## src/rtl/surf_autotrain_seq.sv

```systemverilog
// SURF COUT link auto-training sequencer.
// Walks each enabled link through an IDELAY tap / bitslip search until the
// training word is seen, measures the width of the passing eye at that slip,
// loads the eye centre and verifies it. Results are reported per link.
//
// state  | meaning
// -------+------------------------------------------------------------------
// IDLE   | waiting for start_i; results from the last run are held
// SRST   | ISERDES held in reset for 4 cycles (returns every link to slip 0)
// LOAD   | one-cycle IDELAY load strobe for the current link
// WAIT   | settle time after a delay load or a bitslip
// CHECK  | counting consecutive matching training words
// SLIP   | one-cycle bitslip strobe for the current link
// EYE    | decide whether the eye extends to the next tap
// CENTER | compute and apply the centre of the measured eye
// VERIFY | record the result of the check at the centre tap
// NEXT   | move to the next enabled link, or finish the run
module surf_autotrain_seq #(
  parameter int          NCH            = 8,
  parameter logic [31:0] TRAIN_SEQUENCE = 32'hA55A6996,
  parameter int          NSLIP          = 4,
  parameter int          SETTLE         = 16,
  parameter int          LOCK_COUNT     = 8,
  parameter int          TIMEOUT        = 256
) (
  input  logic              aclk,
  input  logic              aresetn,
  input  logic              start_i,
  input  logic [NCH-1:0]    ch_enable_i,
  input  logic [32*NCH-1:0] cout_data_i,
  input  logic [NCH-1:0]    cout_valid_i,
  output logic              iserdes_rst_o,
  output logic [5:0]        idelay_value_o,
  output logic [NCH-1:0]    idelay_load_o,
  output logic [NCH-1:0]    bitslip_o,
  output logic              busy_o,
  output logic              done_o,
  output logic [NCH-1:0]    locked_o,
  output logic [NCH-1:0]    fail_o,
  output logic [2:0]        cur_ch_o
);

  localparam logic [3:0] S_IDLE   = 4'd0;
  localparam logic [3:0] S_SRST   = 4'd1;
  localparam logic [3:0] S_LOAD   = 4'd2;
  localparam logic [3:0] S_WAIT   = 4'd3;
  localparam logic [3:0] S_CHECK  = 4'd4;
  localparam logic [3:0] S_SLIP   = 4'd5;
  localparam logic [3:0] S_EYE    = 4'd6;
  localparam logic [3:0] S_CENTER = 4'd7;
  localparam logic [3:0] S_VERIFY = 4'd8;
  localparam logic [3:0] S_NEXT   = 4'd9;

  // What the current CHECK result means depends on how far training has got.
  localparam logic [1:0] PH_SEARCH = 2'd0;
  localparam logic [1:0] PH_EYE    = 2'd1;
  localparam logic [1:0] PH_VERIFY = 2'd2;

  // Down-counter reload values (counter runs reload..0, so N cycles = N-1).
  localparam logic [15:0] SRST_LD    = 16'd3;
  localparam logic [15:0] SETTLE_LD  = 16'(SETTLE - 1);
  localparam logic [15:0] TIMEOUT_LD = 16'(TIMEOUT - 1);
  localparam logic [15:0] LOCK_LAST  = 16'(LOCK_COUNT - 1);
  localparam logic [7:0]  SLIP_LAST  = 8'(NSLIP - 1);
  localparam logic [5:0]  TAP_MAX    = 6'd63;

  logic [3:0]     state;
  logic [1:0]     phase;
  logic [2:0]     cur_ch;
  logic [NCH-1:0] en_q;
  logic [5:0]     tap;
  logic [7:0]     slip;
  logic [5:0]     eye_start;
  logic [5:0]     eye_end;
  logic [15:0]    timer;
  logic [15:0]    match_cnt;
  logic           chk_pass;
  logic           done_q;
  logic [NCH-1:0] locked_q;
  logic [NCH-1:0] fail_q;

  logic [NCH-1:0] ch_onehot;
  logic           valid_sel;
  logic [31:0]    data_sel;
  logic           check_done;
  logic           check_ok;
  logic [3:0]     first_en;
  logic [3:0]     next_en;
  logic [5:0]     center_tap;

  // Lowest enabled link index >= from; bit 3 set means there is none.
  function automatic logic [3:0] find_en(input logic [NCH-1:0] en, input logic [3:0] from);
    logic [3:0] r;
    r = 4'b1000;
    for (int i = NCH - 1; i >= 0; i--) begin
      if (en[i] && (4'(i) >= from)) r = 4'(i);
    end
    return r;
  endfunction

  assign first_en   = find_en(en_q, {1'b0, cur_ch});
  assign next_en    = find_en(en_q, {1'b0, cur_ch} + 4'd1);
  // 7-bit sum so a 60..63 eye centres on 61 rather than wrapping.
  assign center_tap = 6'((7'(eye_start) + 7'(eye_end)) >> 1);

  // Select the strobe bit, valid and data word of the link under training.
  always_comb begin
    ch_onehot = '0;
    valid_sel = 1'b0;
    data_sel  = '0;
    for (int i = 0; i < NCH; i++) begin
      if (cur_ch == 3'(i)) begin
        ch_onehot[i] = 1'b1;
        valid_sel    = cout_valid_i[i];
        data_sel     = cout_data_i[32*i +: 32];
      end
    end
  end

  // Judge the current CHECK cycle: invalid cycles only advance the timeout.
  always_comb begin
    check_done = 1'b0;
    check_ok   = 1'b0;
    if (valid_sel) begin
      if (data_sel == TRAIN_SEQUENCE) begin
        if (match_cnt == LOCK_LAST) begin
          check_done = 1'b1;
          check_ok   = 1'b1;
        end
      end else begin
        check_done = 1'b1;
      end
    end else if (timer == '0) begin
      check_done = 1'b1;
    end
  end

  // Training sequencer.
  always_ff @(posedge aclk) begin
    if (!aresetn) begin
      state     <= S_IDLE;
      phase     <= PH_SEARCH;
      cur_ch    <= '0;
      en_q      <= '0;
      tap       <= '0;
      slip      <= '0;
      eye_start <= '0;
      eye_end   <= '0;
      timer     <= '0;
      match_cnt <= '0;
      chk_pass  <= 1'b0;
      done_q    <= 1'b0;
      locked_q  <= '0;
      fail_q    <= '0;
    end else begin
      done_q <= 1'b0;
      case (state)
        S_IDLE: begin
          if (start_i) begin
            locked_q <= '0;
            fail_q   <= '0;
            cur_ch   <= '0;
            tap      <= '0;
            slip     <= '0;
            phase    <= PH_SEARCH;
            en_q     <= ch_enable_i;
            if (ch_enable_i == '0) begin
              done_q <= 1'b1;
            end else begin
              state <= S_SRST;
              timer <= SRST_LD;
            end
          end
        end
        S_SRST: begin
          if (timer == '0) begin
            if (first_en[3]) begin
              done_q <= 1'b1;
              state  <= S_IDLE;
            end else begin
              cur_ch <= first_en[2:0];
              slip   <= '0;
              state  <= S_LOAD;
            end
          end else begin
            timer <= timer - 16'd1;
          end
        end
        S_LOAD: begin
          state <= S_WAIT;
          timer <= SETTLE_LD;
        end
        S_WAIT: begin
          if (timer == '0) begin
            state     <= S_CHECK;
            timer     <= TIMEOUT_LD;
            match_cnt <= '0;
          end else begin
            timer <= timer - 16'd1;
          end
        end
        S_CHECK: begin
          if (check_done) begin
            chk_pass <= check_ok;
            if (phase == PH_EYE) begin
              state <= S_EYE;
            end else if (phase == PH_VERIFY) begin
              state <= S_VERIFY;
            end else if (check_ok) begin
              eye_start <= tap;
              eye_end   <= tap;
              if (tap == TAP_MAX) begin
                state <= S_CENTER;
              end else begin
                tap   <= tap + 6'd1;
                phase <= PH_EYE;
                state <= S_LOAD;
              end
            end else if (slip != SLIP_LAST) begin
              state <= S_SLIP;
            end else if (tap == TAP_MAX) begin
              fail_q <= fail_q | ch_onehot;
              state  <= S_NEXT;
            end else begin
              // Bitslip only moves forward, so go back to slip 0 via ISERDES reset.
              tap   <= tap + 6'd1;
              state <= S_SRST;
              timer <= SRST_LD;
            end
          end else if (valid_sel) begin
            timer     <= TIMEOUT_LD;
            match_cnt <= match_cnt + 16'd1;
          end else begin
            timer <= timer - 16'd1;
          end
        end
        S_SLIP: begin
          slip  <= slip + 8'd1;
          state <= S_WAIT;
          timer <= SETTLE_LD;
        end
        S_EYE: begin
          if (chk_pass) begin
            eye_end <= tap;
            if (tap == TAP_MAX) begin
              state <= S_CENTER;
            end else begin
              tap   <= tap + 6'd1;
              state <= S_LOAD;
            end
          end else begin
            state <= S_CENTER;
          end
        end
        S_CENTER: begin
          tap   <= center_tap;
          phase <= PH_VERIFY;
          state <= S_LOAD;
        end
        S_VERIFY: begin
          if (chk_pass) locked_q <= locked_q | ch_onehot;
          else          fail_q   <= fail_q | ch_onehot;
          state <= S_NEXT;
        end
        S_NEXT: begin
          if (next_en[3]) begin
            done_q <= 1'b1;
            state  <= S_IDLE;
          end else begin
            // Finished links keep their centred tap: they are never strobed again.
            cur_ch <= next_en[2:0];
            tap    <= '0;
            slip   <= '0;
            phase  <= PH_SEARCH;
            state  <= S_LOAD;
          end
        end
        default: state <= S_IDLE;
      endcase
    end
  end

  // Outputs decode straight from registered state, so reset clears them at once.
  always_comb begin
    iserdes_rst_o  = (state == S_SRST);
    idelay_value_o = tap;
    idelay_load_o  = (state == S_LOAD) ? ch_onehot : '0;
    bitslip_o      = (state == S_SLIP) ? ch_onehot : '0;
    busy_o         = (state != S_IDLE);
    done_o         = done_q;
    locked_o       = locked_q;
    fail_o         = fail_q;
    cur_ch_o       = cur_ch;
  end

endmodule

```

## config.mk

```make
export PLATFORM = sky130hd
export DESIGN_NAME = surf_autotrain_seq
export DESIGN_NICKNAME = d
export VERILOG_FILES = /design/src/rtl/surf_autotrain_seq.sv
export SDC_FILE = /design/constraint.sdc
export NUM_CORES = 1
export LEC_CHECK = 0
export ABC_CLOCK_PERIOD_IN_PS = 3600
export CAP_MARGIN = 20
export CORE_ASPECT_RATIO = 0.7
export CORE_MARGIN = 4
export CORE_UTILIZATION = 38
export DETAILED_ROUTE_END_ITERATION = 10
export PLACE_DENSITY = 0.89
export SKIP_LAST_GASP = 1
export SLEW_MARGIN = 20
export SYNTH_ARGS = -nofsm -noshare
export SYNTH_HDL_FRONTEND = slang
export SYNTH_SLANG_ARGS = --single-unit
```

## constraint.sdc

```tcl
create_clock -name aclk -period 3.6 [get_ports aclk]
set_input_delay 0.54 -clock aclk [delete_from_list [all_inputs] [get_ports aclk]]
set_output_delay 0.54 -clock aclk [all_outputs]
set_load 0.01 [all_outputs]
```

Word-level counts from Yosys, hierarchy flattened

Index checks and enable logic that the tools add are counted.

Register bits after elaboration: 93
Memory bits (writable): 0
Output and inout port bits: 44
Memories: 0
Bits of input ports: 275
Memory bits (read-only): 0
Bits in latches: 0

Mux-type cells: 129
Order comparisons: 15
Bitwise operators: 4
Shift-type cells: 0
Multiply operators: 0
Add/subtract/negate cells: 6
Div/mod/pow operators: 0
Eq/ne operators: 48
Reduce and logical (&&, ||, !) cells: 43

Operators with widths:

| cell                  | count |
|---|---|
| $mux 32               | 8 |
| $mux 16               | 14 |
| $mux 8                | 14 |
| $mux 4                | 27 |
| $mux 6                | 14 |
| $pmux 16 s5           | 1 |
| $ne 2x2->1 const B    | 19 |
| $pmux 4 s9            | 1 |
| $eq 32x32->1 const B  | 1 |
| $pmux 16 s2           | 1 |
| $pmux 8 s4            | 1 |
| $pmux 6 s5            | 1 |
| $mux 1                | 27 |
| $pmux 8 s3            | 1 |
| $reduce_and 5->1      | 4 |
| $mux 2                | 9 |
| $ne 3x3->1 const B    | 6 |
| $reduce_and 9->1      | 2 |
| $add 16x1->16 const B | 1 |
| $eq 16x3->1 const B   | 1 |
| $eq 4x3->1 const B    | 4 |
| $ge 3x4->1 const A    | 4 |
| $logic_not 16->1      | 1 |
| $or 8x8->8            | 2 |
| 42 further kinds      | 81 |

Longest topological paths before layout

Gate-level depths: netlist (run 1).

Depth after elaboration: 17
Gate-level depth with buffers: 20
Mapped depth without buffers: 12

Least setup slack after synthesis (run 1)

OpenSTA, ideal clock, no wires.

Path type: reg-to-reg
Start: register cur_ch[0] (netlist: cur_ch_o[0])
End: register fail_q[7] (netlist: fail_o[7])
Arrival: 3.814 ns
Required time: 3.483 ns
Path buffers: 5
Slack: -0.331 ns
Stages on the path, launching flop included: 17
Library setup time: 0.117 ns
Path through: dfxtp_1 -> buf_4 -> clkbuf_1 -> inv_1 -> ha_1 -> clkbuf_1 -> a311oi_1 -> o32ai_1 -> a221o_1 -> nor4b_4 -> a41oi_2 -> or2_0 -> buf_2 -> a31o_2 -> and4b_1 -> buf_2 -> a22o_1

Word-level cells in the longest chain between the ends: 14

RTL lines:

| what                       | line | source |
|---|---|---|
| start, declared            | 69   | `logic [2:0] cur_ch;` |
| start signal, assigned     | 181  | `cur_ch <= first_en[2:0];` |
| start signal, assigned     | 271  | `cur_ch <= next_en[2:0];` |
| $logic_not 3->1            | 112  | `if (cur_ch == 3'(i)) begin` |
| $mux 32 (8 in a row)       | 112  |  |
| $eq 32x32->1               | 125  | `if (data_sel == TRAIN_SEQUENCE) begin` |
| $mux 1                     | 125  |  |
| $mux 1                     | 124  | `if (valid_sel) begin` |
| $ne 2x2->1 (no line)       | --   |  |
| $reduce_and 9->1 (no line) | --   |  |
| end signal, assigned       | 222  | `fail_q <= fail_q \| ch_onehot;` |
| end signal, assigned       | 262  | `else fail_q <= fail_q \| ch_onehot;` |
| end, declared              | 80   | `logic [NCH-1:0] fail_q;` |

Parallel ways exist; a longest one is shown, timed or not. The select of a mux whose other input is x is not followed.
A chain may end at the register's enable or synchronous reset.

Worst setup path after layout (run 1)

Start: register cur_ch[0] (netlist: cur_ch_o[0])
End: register phase[1]

Word-level cells in the longest chain between the ends: 14

RTL lines:

| what                                                 | line | source |
|---|---|---|
| branches (longest 13 deep; another with $add 3x1->4) | --   |  |
| $reduce_and 8->1 (no line) *                         | --   |  |
| end signal, assigned                                 | 142  | `phase <= PH_SEARCH;` |
| end signal, assigned                                 | 165  | `phase <= PH_SEARCH;` |
| end signal, assigned                                 | 216  | `phase <= PH_EYE;` |
| end, declared                                        | 68   | `logic [1:0] phase;` |

Mark *: on every way between the ends.

==> summary.md, run 1 <==
| Metric | Value |
|---|---|
| DP Wirelength | `25500 µm` |
| Place WS | `-0.306 ns` |
| Pin count of the biggest net entering global routing | `35` |
| Post-route clock period utilization | `0.969` |
| Worst-margin pin slew | `0.879 ns` |
| DRT antenna net count | `0` |
| # setup viols final | `0` |
| Core ar. | `18000 µm²` |
| Relative slew slack | `0.411` |
| Clock sinks | `93` |
| Htree depth | `3` |
| Total Wirelength | `31000 µm` |
| Synth Cell Area | `6930 µm²` |
| RSZ-0062 raised after global routing | `yes` |
| Slowest CP cell | `or4_1` |
| Worst r2r path cells | `14` |
| Hold path startpoint | `eye_end[0]` |
| P_sw | `0.00293 W` |
| IO Port Bufs | `318` |
| Peak VDD IR | `0.000410 V` |
| Routability cong. | `1.03` |
| Setup TNS | `0 ns` |
| CTS hold repair buffers | `0` |
| Nets@finish | `1580` |
| Post-route DRC | `0` |
| Ys Warns | `0` |
| Setup crit start kind | `register` |
| Hold WC Path Type | `reg2reg` |
| Initial Utilization | `0.386` |
| GR Util All Layers | `0.289` |
| WP data required | `3.85 ns` |
| Max Buffers Root-to-Sink | `2` |
| WHS Endpoint | `eye_end[0]` |
| Power per cell area | `578 nW/µm²` |
| Proportion of synthesized chip area in sequential cells | `0.268` |
| Vias in the first global route | `8641` |
| LEAKAGE | `4.32 nW` |
| Final instance area | `11200 µm²` |
| Reg2reg start | `cur_ch_o[0]` |
| Buf/Inv on CP | `4` |
| WP data arrival | `3.74 ns` |
| Clock slew at reported path FFs | `0.07 ns` |
| Initial antenna violation count | `0` |
| Crit-path max FO | `11` |
| Worst skew pair latency | `0.35 ns` |
| Outcome | `finished, final reports clean` |
| Die X | `169 µm` |
| Site row count | `41` |
| Seq cells post-synth | `93` |
| Reg2Reg Setup Slack | `0.11 ns` |
| Inserted Diodes | `0` |
| Routed via count | `8732` |
| Clk network pwr share | `0.153` |
| Share of power burned in registers | `0.199` |
| Reg2reg end | `phase[1]` |
| TritonCTS buffer count | `9` |
| Max_cap viols | `0` |
| Switching share of power | `0.451` |
| Synth unique cells | `85` |
| Post-Syn Instances | `925` |
| Worst stage delay on the critical path | `0.56 ns` |
| Crit Path Category | `reg2reg` |
| Clk root buf | `clkbuf_16` |
| 1st-iter DRT viols | `938` |
| Mapped Nets | `1218` |
| Cell Int Power | `0.00357 W` |
| Final setup margin | `0.110 ns` |
| Area Growth Syn to Fin | `62.2%` |
| I/O Pins | `319` |
| Top delay family on crit path | `compound AO/OA/AOI/OAI gates` |
| Hold Vio Cnt, Final | `0` |
| EDFF count, synth | `0` |
| Routed vias/inst | `5.71` |
| Crit path cell chain | `inv_1 > buf_4 > ha_2 > buf_8 > a311oi_1 > o311a_1 > a221o_1 > nor4b_4 > a41oi_2 > buf_4 > nor2_1 > nor2_1 > or4_1 > a31o_1` |
| Pins over their slew limit | `0` |
| Crit end category | `register` |
| Placed cells | `1509` |
| Combinational power share | `0.648` |
| Final std cells w/o fill | `1528` |
| Layout cells sized above 1 | `0.107` |
| Placed cell area | `10800 µm²` |
| Clock Skew | `0.00834 ns` |
| Crit path time final | `3.49 ns` |
| Wire length per cell | `20.3 µm` |
| Worst hold path stage count | `2` |
| Overflow after GRT | `0` |
| Fillers | `1542` |
| Die Y | `121 µm` |
| Die Footprint | `20500 µm²` |
| TritonCTS clock tree | `built` |
| Top FF cell, synth | `dfxtp_1` |
| Drt first pass iters | `5` |
| Fraction of registers with async set or reset after synthesis | `0` |
| First-pass GRT wire length | `46500 µm` |
| Post-Syn Area per Cell | `7.50 µm²` |
| F_max | `287 MHz` |
-- final cells by class --
| type | count | area [µm²] | area share |
|---|---|---|---|
| Inverter | 34 | 128 | 0.0113 |
| Clock inverter | 6 | 75.1 | 0.00668 |
| Sequential cell | 93 | 1870 | 0.166 |
| Multi-Input combinational cell | 748 | 4800 | 0.427 |
| Clock buffer | 10 | 229 | 0.0204 |
| Tap cell | 236 | 295 | 0.0263 |
| Timing Repair Buffer | 401 | 3850 | 0.342 |
-- metrics by stage --
| step | util | hold WS [ns] | power, W |
|---|---|---|---|
| after floorplan | - | 0.434 | 0.00356 |
| after global placement | 0.604 | 0.442 | 0.00519 |
| after detailed placement | 0.604 | 0.447 | 0.00525 |
| after CTS | 0.621 | 0.456 | 0.00627 |
| after global routing | 0.626 | 0.489 | 0.00685 |
| final | 0.626 | 0.456 | 0.00650 |
-- layout by cell type (no fill, tap or decap), drive strengths merged, types with 7 or more instances in the layout --
| master | count |
|---|---|
| nand3b | 11 |
| a21oi | 68 |
| ha | 17 |
| and3 | 11 |
| nor3 | 28 |
| nor2 | 115 |
| a311oi | 7 |
| clkbuf | 10 |
| buf | 83 |
| nand3 | 39 |
| and2 | 8 |
| nor2b | 11 |
| mux2i | 24 |
| a31oi | 15 |
| o22ai | 8 |
| a22o | 13 |
| a21o | 8 |
| nor3b | 14 |
| nand2 | 88 |
| nand4b | 8 |
| a211oi | 11 |
| nor4b | 10 |
| nand2b | 16 |
| dfxtp | 93 |
| o21ai | 45 |
| nor4bb | 23 |
| xor2 | 15 |
| clkdlybuf4s50 | 318 |
| nand4 | 17 |
| or3 | 9 |
| nor4 | 13 |
| inv | 38 |
-- worst register-to-register path, cell delays in order (launching register included) --
cell and delay (ns):
dfxtp_4 0.34, inv_1 0.11, buf_4 0.13, ha_2 0.22
buf_8 0.16, a311oi_1 0.05, o311a_1 0.36, a221o_1 0.34
nor4b_4 0.34, a41oi_2 0.16, buf_4 0.19, nor2_1 0.14
nor2_1 0.06, or4_1 0.56, a31o_1 0.24
-- worst max-delay path by stage --
stage	cells past startpoint	slack (ns)	start	to
global placement	12	-0.22	cout_data_i[21]	timer[10]
floorplan	18	0.008	cur_ch_o[1]	fail_o[7]
global route	14	-0.05	cur_ch_o[0]	timer[12]
detailed placement	12	-0.31	cout_data_i[21]	timer[12]
CTS	15	0.008	cur_ch_o[0]	phase[1]
finish	14	0.11	cur_ch_o[0]	phase[1]
-- what timing repair did --
item,4_1_cts,5_1_grt
pin swaps,0,3
buffers inserted,0,3
endpoints found under the setup margin,14,53
resized for setup,2,21
hold endpoints to repair,0,0
cloned,0,0
-- cell usage after synthesis, types with 15 or more instances --
library cell,n,share of area
a21oi_1,68,0.049
a31oi_1,15,0.014
clkbuf_1,35,0.019
dfxtp_1,93,0.27
ha_1,17,0.031
inv_1,34,0.018
mux2i_1,24,0.035
nand2_1,87,0.047
nand2b_1,16,0.014
nand3_1,39,0.028
nand4_1,17,0.015
nor2_1,115,0.062
nor3_1,28,0.020
nor4bb_1,23,0.033
o21ai_0,43,0.031
xor2_1,15,0.019
-- sequential cells by signal, indices dropped and copies added (netlist names), 3 cells and up --
| register | cells |
|---|---|
| en_q | 8 |
| eye_end | 6 |
| eye_start | 6 |
| slip | 8 |
| idelay_value_o | 6 |
| match_cnt | 16 |
| cur_ch_o | 3 |
| timer | 16 |
| state | 4 |
| locked_o | 8 |
| fail_o | 8 |
-- power groups by stage --
| stage | registers [W] | logic, W | clock network (W) |
|---|---|---|---|
| after floorplan | 0.00128 | 0.00228 | 0 |
| after global placement | 0.00131 | 0.00389 | 0 |
| after detailed placement | 0.00131 | 0.00394 | 0 |
| after CTS | 0.00129 | 0.00398 | 0.00101 |
| after global routing | 0.00131 | 0.00448 | 0.00105 |
| final | 0.00129 | 0.00421 | 0.000995 |
-- kinds of logic after synthesis --
kind of cell	Yosys count	share of synthesized area
multiplexers	26	0.0379
buffers and inverters	84	0.0512
adder cells (fa/ha/maj)	18	0.0336
AND/OR/NAND/NOR	442	0.347
AO/OA/AOI/OAI	241	0.235
XOR/XNOR	21	0.0265
flip-flops	93	0.268
-- layer usage --
layer / GRT usage / wire length, µm / part of all wire
met5: 0 / 0 / 0
met3: 0.0928 / 3460 / 0.11
met4: 0.0990 / 1010 / 0.033
met2: 0.440 / 13400 / 0.43
met1: 0.387 / 13100 / 0.42
Power figures use the tool's default switching activity.
==> run 2, diff against run 1 <==
--- a/config.mk
+++ b/config.mk
@@ -17,3 +17,4 @@
 export SYNTH_ARGS = -nofsm -noshare
 export SYNTH_HDL_FRONTEND = slang
 export SYNTH_SLANG_ARGS = --single-unit
+export TNS_END_PERCENT = 5
==> run 2 against run 1 <==
Effect of this change:
- flip-flop and latch count stayed put
- count of clock-buffer cells in the layout stayed put
- final area is 0.61% lower
- core utilization is 0.38 points lower
- sequential power hardly changed
- critical path type unchanged
- largest power group unchanged
- highest routed layer unchanged
==> summary.md, run 2 (synthesized netlist as in run 1, its figures left out) <==
| Metric | Value |
|---|---|
| Outcome | `finished, final reports clean (unchanged)` |
| Inserted Diodes | `0 (unchanged)` |
| Post-route DRC | `0 (unchanged)` |
| TritonCTS buffer count | `9 (unchanged)` |
| Most frequent CP cell | `buf_4` |
| F_max | `284 MHz (was 287 MHz)` |
| Setup TNS | `0 ns (unchanged)` |
| Initial antenna violation count | `0 (unchanged)` |
| 1st-iter DRT viols | `986 (was 938)` |
| Biggest registers after layout | `match_cnt (16), timer (16) (unchanged)` |
| Met2 track demand over resource | `0.440 (about the same)` |
| GR Util All Layers | `0.289 (about the same)` |
| Hold WC Path Type | `reg2reg (unchanged)` |
| Final setup margin | `0.0778 ns (was 0.110 ns)` |
| Routability cong. | `1.03 (unchanged)` |
| Switching share of power | `0.452 (was 0.451)` |
| Overflow after GRT | `0 (unchanged)` |
| Core ar. | `18000 µm² (unchanged)` |
| Fillers | `1551 (was 1542)` |
| Most frequent cells in the layout | `318 x clkdlybuf4s50_1, 115 x nor2_1, 91 x dfxtp_1 (unchanged)` |
| Hold Vio Cnt, Final | `0 (unchanged)` |
| RSZ-0062 raised after global routing | `yes (unchanged)` |
| Area Growth Syn to Fin | `61.2% (was 62.2%)` |
| Relative slew slack | `0.396 (was 0.411)` |
| Clk network pwr share | `0.156 (was 0.153)` |
| Reg2Reg Setup Slack | `0.08 ns (was 0.11 ns)` |
| Area of the multi-input gates | `4770 µm² (was 4800 µm²)` |
| # setup viols final | `0 (unchanged)` |
| Die X | `169 µm (unchanged)` |
| Most common cell after layout, fill and taps aside | `clkdlybuf4s50_1 (unchanged)` |
| Worst skew pair latency | `0.35 ns (about the same)` |
| Met1 GRT Util | `0.387 (about the same)` |
| TritonCTS clock tree | `built (unchanged)` |
| I/O Pins | `319 (unchanged)` |
| CTS hold repair buffers | `0 (unchanged)` |
| Crit Path Category | `reg2reg (unchanged)` |
| IO Port Bufs | `318 (unchanged)` |
| DRT antenna net count | `0 (unchanged)` |
| Htree depth | `3 (unchanged)` |
| Layout cells sized above 1 | `0.0993 (was 0.107)` |
| LEAKAGE | `4.29 nW (was 4.32 nW)` |
| WP data required | `3.88 ns (was 3.85 ns)` |
| Pins over their slew limit | `0 (unchanged)` |
| Pin count of the biggest net entering global routing | `35 (unchanged)` |
| Worst hold path stage count | `2 (unchanged)` |
| Die Footprint | `20500 µm² (unchanged)` |
| Reg2reg end | `timer[12] (was phase[1])` |
| WP data arrival | `3.80 ns (was 3.74 ns)` |
| Routed vias/inst | `5.72 (was 5.71)` |
| Storage element area | `1870 µm² (unchanged)` |
| Site row count | `41 (unchanged)` |
| Final std cells w/o fill | `1525 (was 1528)` |
| Worst-margin pin slew | `0.902 ns (was 0.879 ns)` |
| Reg2reg start | `cur_ch_o[1] (was cur_ch_o[0])` |
| Peak VDD IR | `0.000397 V (was 0.000410 V)` |
| Max_cap viols | `0 (unchanged)` |
| GRT met3 Usage | `0.0928 (unchanged)` |
| Crit-path max FO | `13 (was 11)` |
| Clock sinks | `93 (unchanged)` |
| Worst Setup SP | `cur_ch_o[1] (was cur_ch_o[0])` |
| Initial Utilization | `0.386 (unchanged)` |
| Crit end category | `register (unchanged)` |
| P_sw | `0.00290 W (was 0.00293 W)` |
| Worst r2r path cells | `13 (was 14)` |
| Nets@finish | `1577 (was 1580)` |
| GR peak layer | `met2 (unchanged)` |
| Placed cells | `1509 (unchanged)` |
| Clk root buf | `clkbuf_16 (unchanged)` |
| Post-route clock period utilization | `0.978 (was 0.969)` |
| Total power | `0.00642 W (was 0.00650 W)` |
| Place WS | `-0.306 ns (unchanged)` |
| Crit path cell chain | `buf_4 > buf_4 > nand2_2 > nand2_1 > o311a_1 > a221o_1 > nor4b_4 > a41oi_2 > or2_4 > a21o_1 > buf_4 > or3_1 > a21oi_1 (was inv_1 > buf_4 > ha_2 > buf_8 > a311oi_1 > o311a_1 > a221o_1 > nor4b_4 > a41oi_2 > buf_4 > nor2_1 > nor2_1 > or4_1 > a31o_1)` |
| Worst stage delay on the critical path | `0.38 ns (was 0.56 ns)` |
| Clock slew at reported path FFs | `0.07 ns (about the same)` |
| Clock Skew | `0.00974 ns (was 0.00834 ns)` |
| Max Buffers Root-to-Sink | `2 (unchanged)` |
| Final core occ | `0.622 (was 0.626)` |
| Slowest CP cell | `or3_1 (was or4_1)` |
| Routed via count | `8722 (was 8732)` |
| Top delay family on crit path | `simple AND/OR/NAND/NOR gates (was compound AO/OA/AOI/OAI gates)` |
| Vias in the first global route | `8638 (was 8641)` |
| DP Wirelength | `25500 µm (unchanged)` |
| CP Depth | `13 (was 14)` |
| Power per cell area | `575 nW/µm² (was 578 nW/µm²)` |
| Total Wirelength | `31000 µm (about the same)` |
| Buf/Inv on CP | `3 (was 4)` |
| End point of the critical path | `timer[12] (was phase[1])` |
| Wire length per cell | `20.3 µm (about the same)` |
| Setup bufs post-CTS | `0 (unchanged)` |
| First-pass GRT wire length | `46400 µm (was 46500 µm)` |
| Setup crit start kind | `register (unchanged)` |
| Share of power burned in registers | `0.201 (was 0.199)` |
| Drt first pass iters | `5 (unchanged)` |
| Combinational power share | `0.643 (was 0.648)` |
| Crit path time final | `3.52 ns (was 3.49 ns)` |
| Die Y | `121 µm (unchanged)` |
| Cell Int Power | `0.00352 W (was 0.00357 W)` |
-- run 2: layer usage --
| metal | part of all wire | routed length [µm] |
|---|---|---|
| met5 | 0 | 0 |
| met4 | 0.033 | 1040 |
| met3 | 0.11 | 3290 |
| met2 | 0.43 | 13400 |
| met1 | 0.43 | 13200 |
-- run 2: power by group through the flow --
stage | combinational [W] | sequential, W | clock, W
2_1_floorplan | 0.00228 | 0.00128 | 0
3_3_place_gp | 0.00389 | 0.00131 | 0
3_5_place_dp | 0.00394 | 0.00131 | 0
4_1_cts | 0.00397 | 0.00129 | 0.00101
5_1_grt | 0.00441 | 0.00131 | 0.00105
6_report | 0.00413 | 0.00129 | 0.00100
-- run 2: through the flow --
step / hold slack [ns] / instance area (µm²)
floorplan: 0.434 / 6980
global placement: 0.442 / 10800
detailed placement: 0.447 / 10800
CTS: 0.456 / 11100
global route: 0.489 / 11200
finish: 0.456 / 11200
-- run 2: final cells by class --
type,count,share of cell area
multi-input cells,748,0.427
repair buffers,398,0.341
flip-flops and latches,93,0.167
well taps,236,0.0264
clock buffers,10,0.0205
inverters,34,0.0114
clock inverters,6,0.00672
-- run 2: how the worst min path moves through the flow --
stage / to / startpoint / slack (ns)
3_5_place_dp: eye_end[0] / eye_end[0] / 0.45
6_report: eye_end[0] / eye_end[0] / 0.46
2_1_floorplan: eye_end[0] / eye_end[0] / 0.43
4_1_cts: eye_end[0] / eye_end[0] / 0.46
3_3_place_gp: eye_end[0] / eye_end[0] / 0.44
5_1_grt: eye_end[5] / eye_end[5] / 0.49
-- run 2: what timing repair did --
action / 4_1_cts / 5_1_grt
gates resized for setup: 1 / 11
pin swaps: 0 / 1
endpoints found under the setup margin: 14 / 53
-- run 2: worst min-delay path: stages (launching register included) --
cell and delay (ns):
dfxtp_1 0.31, nand2_1 0.05, mux2i_1 0.05
==> run 3, diff against run 2 <==
--- a/config.mk
+++ b/config.mk
@@ -8,7 +8,7 @@
 export ABC_CLOCK_PERIOD_IN_PS = 3600
 export CAP_MARGIN = 20
 export CORE_ASPECT_RATIO = 0.7
-export CORE_MARGIN = 4
+export CORE_MARGIN = 2
 export CORE_UTILIZATION = 38
 export DETAILED_ROUTE_END_ITERATION = 10
 export PLACE_DENSITY = 0.89
==> run 3 against run 2 <==
Effect of this change:
- via count is 1.9% higher
- non-clock buffer count increased by 1
- sequential share of layout area down 0.11 points
- count of clock-buffer cells in the layout is 1 lower
- flip-flop and latch count unchanged
- global-route usage up 1.9 points
- register-to-register slack better by 0.03 ns
- final area up 0.74%
- critical path depth grew 1
- routed wire length down 2.7%
- largest cell class unchanged
- highest routed layer unchanged
==> summary.md, run 3 (synthesized netlist as in run 1, its figures left out) <==
| Metric | Value |
|---|---|
| Worst hold path stage count | `2 (unchanged)` |
| Hold path startpoint | `eye_end[0] (unchanged)` |
| Fillers | `1518 (was 1551)` |
| DRT antenna net count | `0 (unchanged)` |
| Reg2reg end | `phase[1] (was timer[12])` |
| First-pass GRT wire length | `45800 µm (was 46400 µm)` |
| Vias in the first global route | `8590 (was 8638)` |
| Drt first pass iters | `6 (was 5)` |
| Pin count of the biggest net entering global routing | `40 (was 35)` |
| DP Wirelength | `24500 µm (was 25500 µm)` |
| I/O Pins | `319 (unchanged)` |
| Worst skew pair latency | `0.36 ns (was 0.35 ns)` |
| WHS Endpoint | `eye_end[0] (unchanged)` |
| Crit end category | `register (unchanged)` |
| Outcome | `finished, final reports clean (unchanged)` |
| Initial Utilization | `0.386 (unchanged)` |
| Total power | `0.00652 W (was 0.00642 W)` |
| Worst r2r path cells | `14 (was 13)` |
| Core ar. | `18000 µm² (unchanged)` |
| Die Footprint | `19400 µm² (was 20500 µm²)` |
| Pins over their slew limit | `0 (unchanged)` |
| Site row count | `41 (unchanged)` |
| # setup viols final | `0 (unchanged)` |
| Clk root buf | `clkbuf_16 (unchanged)` |
| 1st-iter DRT viols | `1197 (was 986)` |
| Most common cell after layout, fill and taps aside | `clkdlybuf4s50_1 (unchanged)` |
| Setup crit start kind | `primary input (was register)` |
| WHS | `0.468 ns (was 0.456 ns)` |
| Clock sinks | `93 (unchanged)` |
| GR Util All Layers | `0.308 (was 0.289)` |
| Max_cap viols | `0 (unchanged)` |
| Peak VDD IR | `0.000433 V (was 0.000397 V)` |
| Htree depth | `3 (unchanged)` |
| Setup TNS | `0 ns (unchanged)` |
| Area Growth Syn to Fin | `62.4% (was 61.2%)` |
| Placed cells | `1510 (was 1509)` |
| Die X | `165 µm (was 169 µm)` |
| Nets@finish | `1578 (was 1577)` |
| WP data required | `3.88 ns (about the same)` |
| Power per cell area | `579 nW/µm² (was 575 nW/µm²)` |
| Die Y | `117 µm (was 121 µm)` |
| Clock Skew | `0.0140 ns (was 0.00974 ns)` |
| Biggest registers after layout | `match_cnt (16), timer (16) (unchanged)` |
| Crit Path Category | `in2reg (was reg2reg)` |
| Most frequent cells in the layout | `318 x clkdlybuf4s50_1, 114 x nor2_1, 90 x dfxtp_1 (was 318 x clkdlybuf4s50_1, 115 x nor2_1, 91 x dfxtp_1)` |
| Final core occ | `0.627 (was 0.622)` |
| Routed via count | `8884 (was 8722)` |
| IO Port Bufs | `318 (unchanged)` |
| Hold Vio Cnt, Final | `0 (unchanged)` |
| Total Wirelength | `30200 µm (was 31000 µm)` |
| Inserted Diodes | `0 (unchanged)` |
| Storage element area | `1870 µm² (about the same)` |
| Reg2Reg Setup Slack | `0.11 ns (was 0.08 ns)` |
| TritonCTS clock tree | `built (unchanged)` |
| Area of the multi-input gates | `4840 µm² (was 4770 µm²)` |
| Crit path time final | `3.59 ns (was 3.52 ns)` |
| Hold WC Path Type | `reg2reg (unchanged)` |
| LEAKAGE | `4.32 nW (was 4.29 nW)` |
| Post-route DRC | `0 (unchanged)` |
| Clock slew at reported path FFs | `0.07 ns (about the same)` |
| Worst-margin pin slew | `0.914 ns (was 0.902 ns)` |
| Wire length per cell | `19.8 µm (was 20.3 µm)` |
| Final std cells w/o fill | `1526 (was 1525)` |
| Relative slew slack | `0.388 (was 0.396)` |
| Overflow after GRT | `0 (unchanged)` |
| TritonCTS buffer count | `9 (unchanged)` |
| Routability cong. | `1.03 (about the same)` |
| WP data arrival | `3.87 ns (was 3.80 ns)` |
| Max Buffers Root-to-Sink | `2 (unchanged)` |
| Post-route clock period utilization | `0.997 (was 0.978)` |
| Routed vias/inst | `5.82 (was 5.72)` |
| Reg2reg start | `cur_ch_o[0] (was cur_ch_o[1])` |
| RSZ-0062 raised after global routing | `yes (unchanged)` |
| Crit-path max FO | `5 (was 13)` |
| Layout cells sized above 1 | `0.108 (was 0.0993)` |
| Initial antenna violation count | `0 (unchanged)` |
| F_max | `279 MHz (was 284 MHz)` |
-- run 3: critical path, stage by stage --
cell and delay, ns:
clkdlybuf4s50_1 0.46, nor4bb_1 0.59, o32ai_1 0.19, nor4_1 0.27
buf_4 0.17, a311oi_1 0.06, nor4_2 0.20, a41oi_2 0.17
buf_4 0.18, nand2b_1 0.18, a211oi_2 0.26, buf_4 0.17
and2_1 0.23, mux2i_1 0.19
-- run 3: layout make-up --
| cell class | count | area share |
|---|---|---|
| flip-flops and latches | 93 | 0.166 |
| inverters | 34 | 0.0113 |
| repair buffers | 399 | 0.338 |
| clock buffers | 9 | 0.0200 |
| well taps | 236 | 0.0262 |
| multi-input cells | 748 | 0.430 |
| clock inverters | 7 | 0.00789 |
-- run 3: metrics by stage --
step                setup WS [ns]  area (µm²)
floorplan                 0.00806        6980
global route              -0.0677       11300
CTS                       0.00113       11200
global placement           -0.205       10800
finish                     0.0116       11300
detailed placement         -0.273       10800
-- run 3: worst max path at each step --
stage / startpoint / endpoint / slack [ns] / cells after the start
after floorplan: cur_ch_o[1] / fail_o[7] / 0.008 / 18
after global placement: cout_data_i[145] / timer[10] / -0.20 / 12
after detailed placement: cout_data_i[145] / timer[8] / -0.27 / 12
after CTS: cur_ch_o[0] / timer[4] / 0.001 / 13
after global routing: cout_data_i[86] / timer[9] / -0.07 / 12
final: cout_data_i[86] / idelay_value_o[0] / 0.01 / 14
-- run 3: metal layers --
metal  wire length [µm]  track usage  share of wire  vias up
met4               1170        0.120          0.039        0
met1              12400        0.402           0.41     4115
met3               3370       0.0856           0.11       59
met5                  0            0              0        -
met2              13200        0.485           0.44      547
li1                   -            -              -     4163
-- run 3: what timing repair did --
action | in CTS | in global routing
cloned | 0 | 0
pin swaps | 0 | 3
setup buffers | 0 | 0
hold buffers | 0 | 0
setup endpoints to repair | 8 | 42
gates resized for setup | 3 | 23
-- run 3: power by group --
group	internal, W	switching [W]
Sequential	0.00115	0.000172
Combinational	0.00186	0.00234
Clock	0.000555	0.000451
Total	0.00356	0.00296
